===== config.mk =====
export PLATFORM = sky130hd
export DESIGN_NAME = x2u_frame_tx_flat
export DESIGN_NICKNAME = d
export VERILOG_FILES = /design/src/rtl/x2u_frame_tx_pkg.sv /design/src/rtl/x2u_frame_tx_if.sv /design/src/rtl/x2u_frame_tx.sv /design/src/flat_wrapper.sv
export SDC_FILE = /design/constraint.sdc
export NUM_CORES = 1
export LEC_CHECK = 0
export CORE_ASPECT_RATIO = 1.1
export CORE_MARGIN = 2
export CORE_UTILIZATION = 59
export DETAILED_ROUTE_END_ITERATION = 8
export PLACE_DENSITY = 0.81
export SLEW_MARGIN = 10
export SYNTH_ARGS = -nofsm -noshare
export SYNTH_HDL_FRONTEND = slang
export SYNTH_SLANG_ARGS = --single-unit

===== constraint.sdc =====
create_clock -name clk50M -period 6.37 [get_ports clk50M]
set_clock_uncertainty 0.15 [all_clocks]
set_input_delay 1.5925 -clock clk50M [delete_from_list [all_inputs] [get_ports clk50M]]
set_output_delay 1.5925 -clock clk50M [all_outputs]
set_load 0.02 [all_outputs]

===== src/rtl/x2u_frame_tx_pkg.sv =====
// ------------------------------------------------------------------
// x2u_frame_tx_pkg -- shared UART/XINTF frame constants, FSM states
// Rev 1.0
// ------------------------------------------------------------------
`default_nettype none

package x2u_frame_tx_pkg;

  localparam int c_FBYTE_NUM_DEF = 22;     // X2U full-frame length
  localparam int c_FLUSH_CYC_DEF = 50000;  // 1 ms at 50 MHz
  localparam int c_U2X_FBYTE_NUM = 22;     // U2X direction frame length

  typedef enum logic [2:0] {
    ST_IDLE    = 3'd0,
    ST_READ    = 3'd1,
    ST_LATCH   = 3'd2,
    ST_SEND    = 3'd3,
    ST_WAIT_TX = 3'd4,
    ST_DONE    = 3'd5
  } tx_state_t;

  function automatic logic [7:0] f_inc8(input logic [7:0] v);
    return v + 8'd1;
  endfunction

endpackage

`default_nettype wire


===== src/rtl/x2u_frame_tx_if.sv =====
// ------------------------------------------------------------------
// x2u_frame_tx_if -- FIFO2 read side and UART transmit handshake bundle
// Rev 1.0
// ------------------------------------------------------------------
`default_nettype none

interface x2u_frame_tx_if;

  logic [7:0] fifo_cnt;
  logic [7:0] f2_buf_out;
  logic       f2_rd_en;
  logic       tx_busy;
  logic       tx_start;
  logic [7:0] tx_data;
  logic       frame_busy;
  logic       frame_done;

  modport master (
    input  fifo_cnt, f2_buf_out, tx_busy,
    output f2_rd_en, tx_start, tx_data, frame_busy, frame_done
  );

  modport slave (
    output fifo_cnt, f2_buf_out, tx_busy,
    input  f2_rd_en, tx_start, tx_data, frame_busy, frame_done
  );

endinterface

`default_nettype wire


===== src/rtl/x2u_frame_tx.sv =====
// ------------------------------------------------------------------
// x2u_frame_tx -- drains FIFO2 into the UART transmitter in frames
// Rev 1.0
// ------------------------------------------------------------------
`default_nettype none

module x2u_frame_tx
  import x2u_frame_tx_pkg::*;
#(
  parameter int FBYTE_NUM = c_FBYTE_NUM_DEF,
  parameter int FLUSH_CYC = c_FLUSH_CYC_DEF
) (
  input  logic           clk50M,
  input  logic           rst_n,
  x2u_frame_tx_if.master io_bus
);

  localparam int              c_FW    = $clog2(FLUSH_CYC + 2);
  localparam logic [7:0]      c_FBYTE = 8'(FBYTE_NUM);
  localparam logic [c_FW-1:0] c_FLUSH = c_FW'(FLUSH_CYC);

  tx_state_t       r_state;
  tx_state_t       w_next;
  logic [7:0]      r_tx_data;
  logic [7:0]      r_len;
  logic [7:0]      r_byte_cnt;
  logic [7:0]      r_prev_cnt;
  logic [c_FW-1:0] r_flush;
  logic            r_wait_first;
  logic            w_full;
  logic            w_flush;
  logic            w_rd;
  logic            w_start;
  logic            w_tx_free;

  always_ff @(posedge clk50M) begin
    if (!rst_n) r_state <= ST_IDLE;
    else        r_state <= w_next;
  end

  always_comb begin
    w_next    = r_state;
    w_rd      = 1'b0;
    w_start   = 1'b0;
    w_tx_free = 1'b0;
    w_full    = (io_bus.fifo_cnt >= c_FBYTE);
    w_flush   = (io_bus.fifo_cnt != 8'd0) && !w_full && (r_flush == c_FLUSH);
    case (r_state)
      ST_IDLE:  if (w_full || w_flush) w_next = ST_READ;
      ST_READ: begin
        // An empty FIFO2 parks us here rather than issuing an underflow read
        if (io_bus.fifo_cnt != 8'd0) begin
          w_rd   = 1'b1;
          w_next = ST_LATCH;
        end
      end
      ST_LATCH: w_next = ST_SEND;
      ST_SEND: begin
        if (!io_bus.tx_busy) begin
          w_start = 1'b1;
          w_next  = ST_WAIT_TX;
        end
      end
      ST_WAIT_TX: begin
        // UART raises busy one cycle after tx_start, so the first cycle is skipped
        if (!r_wait_first && !io_bus.tx_busy) begin
          w_tx_free = 1'b1;
          w_next    = (f_inc8(r_byte_cnt) == r_len) ? ST_DONE : ST_READ;
        end
      end
      ST_DONE:  w_next = ST_IDLE;
      default:  w_next = ST_IDLE;
    endcase
  end

  always_ff @(posedge clk50M) begin
    if (!rst_n) begin
      r_tx_data    <= 8'h00;
      r_len        <= 8'h00;
      r_byte_cnt   <= 8'h00;
      r_prev_cnt   <= 8'h00;
      r_flush      <= '0;
      r_wait_first <= 1'b0;
    end else begin
      r_prev_cnt <= io_bus.fifo_cnt;
      if ((r_state != ST_IDLE) || (io_bus.fifo_cnt == 8'd0) ||
          (io_bus.fifo_cnt != r_prev_cnt))
        r_flush <= '0;
      else if (r_flush != c_FLUSH)
        r_flush <= r_flush + c_FW'(1);
      // Length is frozen at frame start; later FIFO growth waits for the next frame
      if ((r_state == ST_IDLE) && (w_next == ST_READ))
        r_len <= w_full ? c_FBYTE : io_bus.fifo_cnt;
      if (r_state == ST_LATCH)
        r_tx_data <= io_bus.f2_buf_out;
      r_wait_first <= w_start;
      if (w_tx_free)
        r_byte_cnt <= f_inc8(r_byte_cnt);
      else if (r_state == ST_DONE)
        r_byte_cnt <= 8'h00;
    end
  end

  assign io_bus.f2_rd_en   = w_rd;
  assign io_bus.tx_start   = w_start;
  assign io_bus.tx_data    = r_tx_data;
  assign io_bus.frame_busy = (r_state != ST_IDLE);
  assign io_bus.frame_done = (r_state == ST_DONE);

endmodule

`default_nettype wire


===== src/flat_wrapper.sv =====
// flat-port wrapper written by rule: the top's interface ports become plain ports
module x2u_frame_tx_flat import x2u_frame_tx_pkg::*;
#(
  parameter int FBYTE_NUM = c_FBYTE_NUM_DEF,
  parameter int FLUSH_CYC = c_FLUSH_CYC_DEF
)
  (clk50M, rst_n, io_bus_fifo_cnt, io_bus_f2_buf_out, io_bus_tx_busy, io_bus_f2_rd_en, io_bus_tx_start, io_bus_tx_data, io_bus_frame_busy, io_bus_frame_done);
  x2u_frame_tx_if io_bus_i ();
  input  logic clk50M;
  input  logic rst_n;
  input wire logic [$bits(io_bus_i.fifo_cnt)-1:0] io_bus_fifo_cnt;
  input wire logic [$bits(io_bus_i.f2_buf_out)-1:0] io_bus_f2_buf_out;
  input wire logic [$bits(io_bus_i.tx_busy)-1:0] io_bus_tx_busy;
  output wire logic [$bits(io_bus_i.f2_rd_en)-1:0] io_bus_f2_rd_en;
  output wire logic [$bits(io_bus_i.tx_start)-1:0] io_bus_tx_start;
  output wire logic [$bits(io_bus_i.tx_data)-1:0] io_bus_tx_data;
  output wire logic [$bits(io_bus_i.frame_busy)-1:0] io_bus_frame_busy;
  output wire logic [$bits(io_bus_i.frame_done)-1:0] io_bus_frame_done;
  assign io_bus_i.fifo_cnt = io_bus_fifo_cnt;
  assign io_bus_i.f2_buf_out = io_bus_f2_buf_out;
  assign io_bus_i.tx_busy = io_bus_tx_busy;
  assign io_bus_f2_rd_en = io_bus_i.f2_rd_en;
  assign io_bus_tx_start = io_bus_i.tx_start;
  assign io_bus_tx_data = io_bus_i.tx_data;
  assign io_bus_frame_busy = io_bus_i.frame_busy;
  assign io_bus_frame_done = io_bus_i.frame_done;
  x2u_frame_tx #(.FBYTE_NUM(FBYTE_NUM), .FLUSH_CYC(FLUSH_CYC)) u_core (.clk50M(clk50M), .rst_n(rst_n), .io_bus(io_bus_i));
endmodule

# Word level (Yosys, flattened, before mapping)
# Cells that the tools add are included.
# op_classes
n_lt_le_gt_ge,1
reduce_logical,16
addsub,2
bitwise_logic,1
mux,15
eq_ne,10
# ops
cell,n
8-bit two-way mux,3
16-bit by 1-bit adder with 16-bit output (second input constant),1
16-bit equality test (second input constant),1
16-bit inequality test (second input constant),1
3-bit two-way mux,5
3-bit one-hot mux with 5 select lines,1
8-bit by 1-bit adder with 8-bit output (second input constant),1
8-bit equality test,1
8-bit by 5-bit >= comparator with 1-bit output (second input constant),1
8-bit zero test,1
8-bit inequality test,1
8-bit nonzero test,1
3-bit by 1-bit equality test with 1-bit output (second input constant),2
3-bit by 2-bit equality test with 1-bit output (second input constant),2
3-bit equality test (second input constant),2
1-bit two-way mux,6
1-bit logical AND,4
1-bit zero test,3
3-bit zero test,1
1-bit logical OR,3
3-bit nonzero test,1
2-bit nonzero test,1
2-bit OR reduction,1
1-bit NOT,1
# totals
ff_bits,52
wordCells,52

# Logic depth before layout (Yosys ltp)
# depth
ltp_word,9
mapped_depth,8
depth_no_buf,7

# Worst setup path after synthesis
# No wires, ideal clock.
# synth_path
path_kind,input to output
startpoint,input io_bus_fifo_cnt[5]
endpoint,output io_bus_f2_rd_en
n_path_buf,0
arrival_ns,2.523
setup_slack_ns,2.104
cell_stages,3
cell_sequence,or4_1 o21ai_0 nor2_1
# synth_between
elab_chain_len,3
# synth_lines
element,line_no,text
"start, declared",flat_wrapper.sv:11,input wire logic [$bits(io_bus_i.fifo_cnt)-1:0] io_bus_fifo_cnt;
8-bit nonzero test,x2u_frame_tx.sv:52,if (io_bus.fifo_cnt != 8'd0) begin
1-bit two-way mux,x2u_frame_tx.sv:52,
1-bit two-way mux,x2u_frame_tx.sv:48,case (r_state)
"end, declared",flat_wrapper.sv:14,output wire logic [$bits(io_bus_i.f2_rd_en)-1:0] io_bus_f2_rd_en;
# No other way between the ends.

# Worst setup path in the final report
# Same ends and word-level chain as after synthesis.

==> results.json <==
{
  "status": "completed",
  "core_area_um2": 3990,
  "fin_hold_ws_ns": 0.345,
  "yosysWarnings": 0,
  "syn_nets": 307,
  "start_util_pct": 61.6,
  "crit_path_end_kind": "output pin",
  "timing.final.ws_setup_ns": 1.04,
  "synthSimpleGateAreaFrac_pct": 26.4,
  "cp.arrival_ns": 3.59,
  "postCtsSetupBuffers": 0,
  "grt_max_degree": 29,
  "h-tree-depth": 2,
  "synth_xor_area_share_pct": 10.3,
  "worstPathRequired_ns": 4.63,
  "synth_seq_cells": 52,
  "drt_drc_violations_left": 0,
  "clock_path_buffers": 2,
  "cts_tree": "yes",
  "pre_cts_slack_ns": 1.04,
  "grt_antenna_before_repair": 0,
  "power_mw": 0.677,
  "r2r_slack_ns": 3.76,
  "detail_route.iter0.violations": 154,
  "setup-violations-final": 0,
  "ff2ff_path_depth": 5,
  "yosysTopAreaCellShare_pct": 42.3,
  "drt_wl_total_um": 5180,
  "critical_path_peak_fanout": 4,
  "whs_path_depth": 1,
  "clock_latency_ns": 0.30,
  "clock-root-buffer": "clkbuf_8",
  "grt_usage_pct": 23.5,
  "synth_top_family_by_area": "simple AND/OR/NAND/NOR gates",
  "insertedDiodeCount": 0,
  "fmax_mhz": 188,
  "slew_headroom_pct": 28.9,
  "finalHoldViolCount": 0,
  "io_buffers": 30,
  "grt_pass1_wl_um": 8680,
  "seq_area_frac_synth_pct": 42.3,
  "vias": 2084,
  "maxSlewViolCount": 0,
  "nFillCells": 312,
  "cts_made_buffers": 5,
  "overflow": 0,
  "fin_crit_ns": 5.33,
  "syn_to_final_growth_pct": 18.1,
  "synth-compound-area-share_pct": 11.2,
  "wl_per_cell_um": 14.2,
  "synth_edf_count": 0,
  "rr_startpoint": "u_core.r_state[2]$_SDFF_PN0_",
  "tightest_slew_ns": 1.06,
  "routed_via_density": 5.69,
  "ys_async_sr_fraction_pct": 0,
  "synthTopCellsByArea": "dfxtp_1 42%, nor2_1 7.0%, xnor2_1 6.8%",
  "chipHeight_um": 71.7,
  "rsz0062_at_grt": "false",
  "min_to": "u_core.r_len[6]$_SDFFE_PN0P_",
  "ys_types": 47,
  "die_area_um2": 4700,
  "syn_inst": 285,
  "start_kind": "input pin",
  "final_util_pct": 72.7,
  "drive_gt1_share_pct": 4.46,
  "first_global_vias": 2008,
  "max-cap-violations": 0,
  "postRouteAntennaNets": 0,
  "synth_area_um2": 2460,
  "peakVddDrop_mv": 0.150,
  "cts.sinks": 52,
  "io-pin-count": 31,
  "hold_path_class": "reg2reg",
  "first_pass_iters": 4,
  "synth_fa_ha_area_share_pct": 1.53,
  "multi_input_area_um2": 1330,
  "holdCritStartpoint": "u_core.r_len[6]$_SDFFE_PN0P_",
  "synth_flop_cell": "dfxtp_1",
  "hpwlAfterDp_um": 3770,
  "r2r-end": "u_core.r_byte_cnt[4]$_SDFFE_PN0P_",
  "final-seq-area_um2": 1040,
  "row_count": 24,
  "period_share_pct": 83.7,
  "setup_tns_ns": 0,
  "ctsHoldBuffers": 0,
  "dieWidth_um": 65.6,
  "cts_resized": 0,
  "worst-setup-path-type": "in2out",
  "gp_congestion": 0.960,
  "p_leak_nw": 1.03,
  "syn_avg_cell_area_um2": 8.63,
  "nNetsFinal": 335,
  "synth_top_area_cell": "dfxtp_1",
  "synthMuxAreaShare_pct": 4.48,
  "path_clk_slew_ns": 0.09,
  "p_per_area_nw_per_um2": 233
}
metrics by stage:
step,area (um^2),instances
after floorplan,2460,285
after global placement,2790,358
after detailed placement,2790,358
after CTS,2900,366
after global routing,2900,366
final,2900,366
cell usage in the layout, fill, tap and decap left out, types with 2 or more instances in the layout:
cell type and count:
dfxtp_1 52, nor2_1 46, clkdlybuf4s50_1 30, xnor2_1 19
o21ai_0 13, nand3_1 13, inv_1 11, nand2_1 11
a21oi_1 11, mux2i_1 11, xor2_1 10, and3_1 8
and2_1 8, nor2b_1 5, nor3b_1 5, nand4_1 5
clkbuf_8 5, nor3_1 4, a311oi_1 4, or3_1 3
nor4b_1 3, or4_1 3, nand2b_1 3, ha_1 3
nor4_1 2, nor4bb_1 2, a211oi_1 2, buf_4 2
synthesized netlist by cell type (2+ instances only):
cell type / instances
nor4bb_1: 2
nand2_1: 11
nor3_1: 4
nor2b_1: 5
dfxtp_1: 52
nor2_1: 46
inv_1: 11
a211oi_1: 2
buf_1: 2
or4_1: 3
a21oi_1: 11
nand3_1: 13
a311oi_1: 4
o21ai_0: 13
clkbuf_1: 6
and2_1: 8
ha_1: 3
xnor2_1: 19
nor3b_1: 5
mux2i_1: 11
nand2b_1: 3
xor2_1: 10
nor4b_1: 3
and3_1: 8
nor4_1: 2
nand4_1: 5
or3_1: 3
final cells by class:
class,count,share of cell area [%]
clock buffer,5,2.37
clock inverter,3,1.46
inverter,12,1.55
multi-input combinational,210,45.7
sequential,52,35.8
tap,52,2.24
timing repair buffer,32,10.9
flip-flops by register name (all words and copies together), names as in the netlist:
register and cells:
u_core.r_state 3, u_core.r_flush 16, u_core.r_byte_cnt 8, u_core.r_prev_cnt 8
u_core.r_wait_first 1, u_core.io_bus.tx_data 8, u_core.r_len 8
cells by family after synthesis:
logic type,after synthesis
AND/OR/NAND/NOR,125
flip-flops,52
AO/OA/AOI/OAI,42
XOR/XNOR,29
buffers and inverters,23
multiplexers,11
adder cells (fa/ha/maj),3
per-layer routing:
metal  wire (um)  GRT usage, %
met4          51          7.87
met2        2610          41.6
met5           0             0
met3         210          5.02
met1        2300          28.2
power by group:
group	switching [mW]	total, mW	leakage (nW)	internal [mW]
Sequential	0.0125	0.351	0.423	0.339
Combinational	0.0523	0.104	0.551	0.0517
Clock	0.105	0.221	0.0541	0.116
critical path: stages:
cell and delay [ns]:
clkdlybuf4s50_1 0.50, or4_1 0.62, o21ai_0 0.27, nor2_1 0.07
clkdlybuf4s50_1 0.54
worst max path at each step:
stage,endpoint,from,depth (start not counted)
floorplan,io_bus_f2_rd_en,io_bus_fifo_cnt[5],3
global placement,io_bus_f2_rd_en,io_bus_fifo_cnt[5],5
detailed placement,io_bus_f2_rd_en,io_bus_fifo_cnt[5],5
CTS,io_bus_f2_rd_en,io_bus_fifo_cnt[5],5
global route,io_bus_f2_rd_en,io_bus_fifo_cnt[5],5
finish,io_bus_f2_rd_en,io_bus_fifo_cnt[5],5
Power figures use the tool's default switching activity.
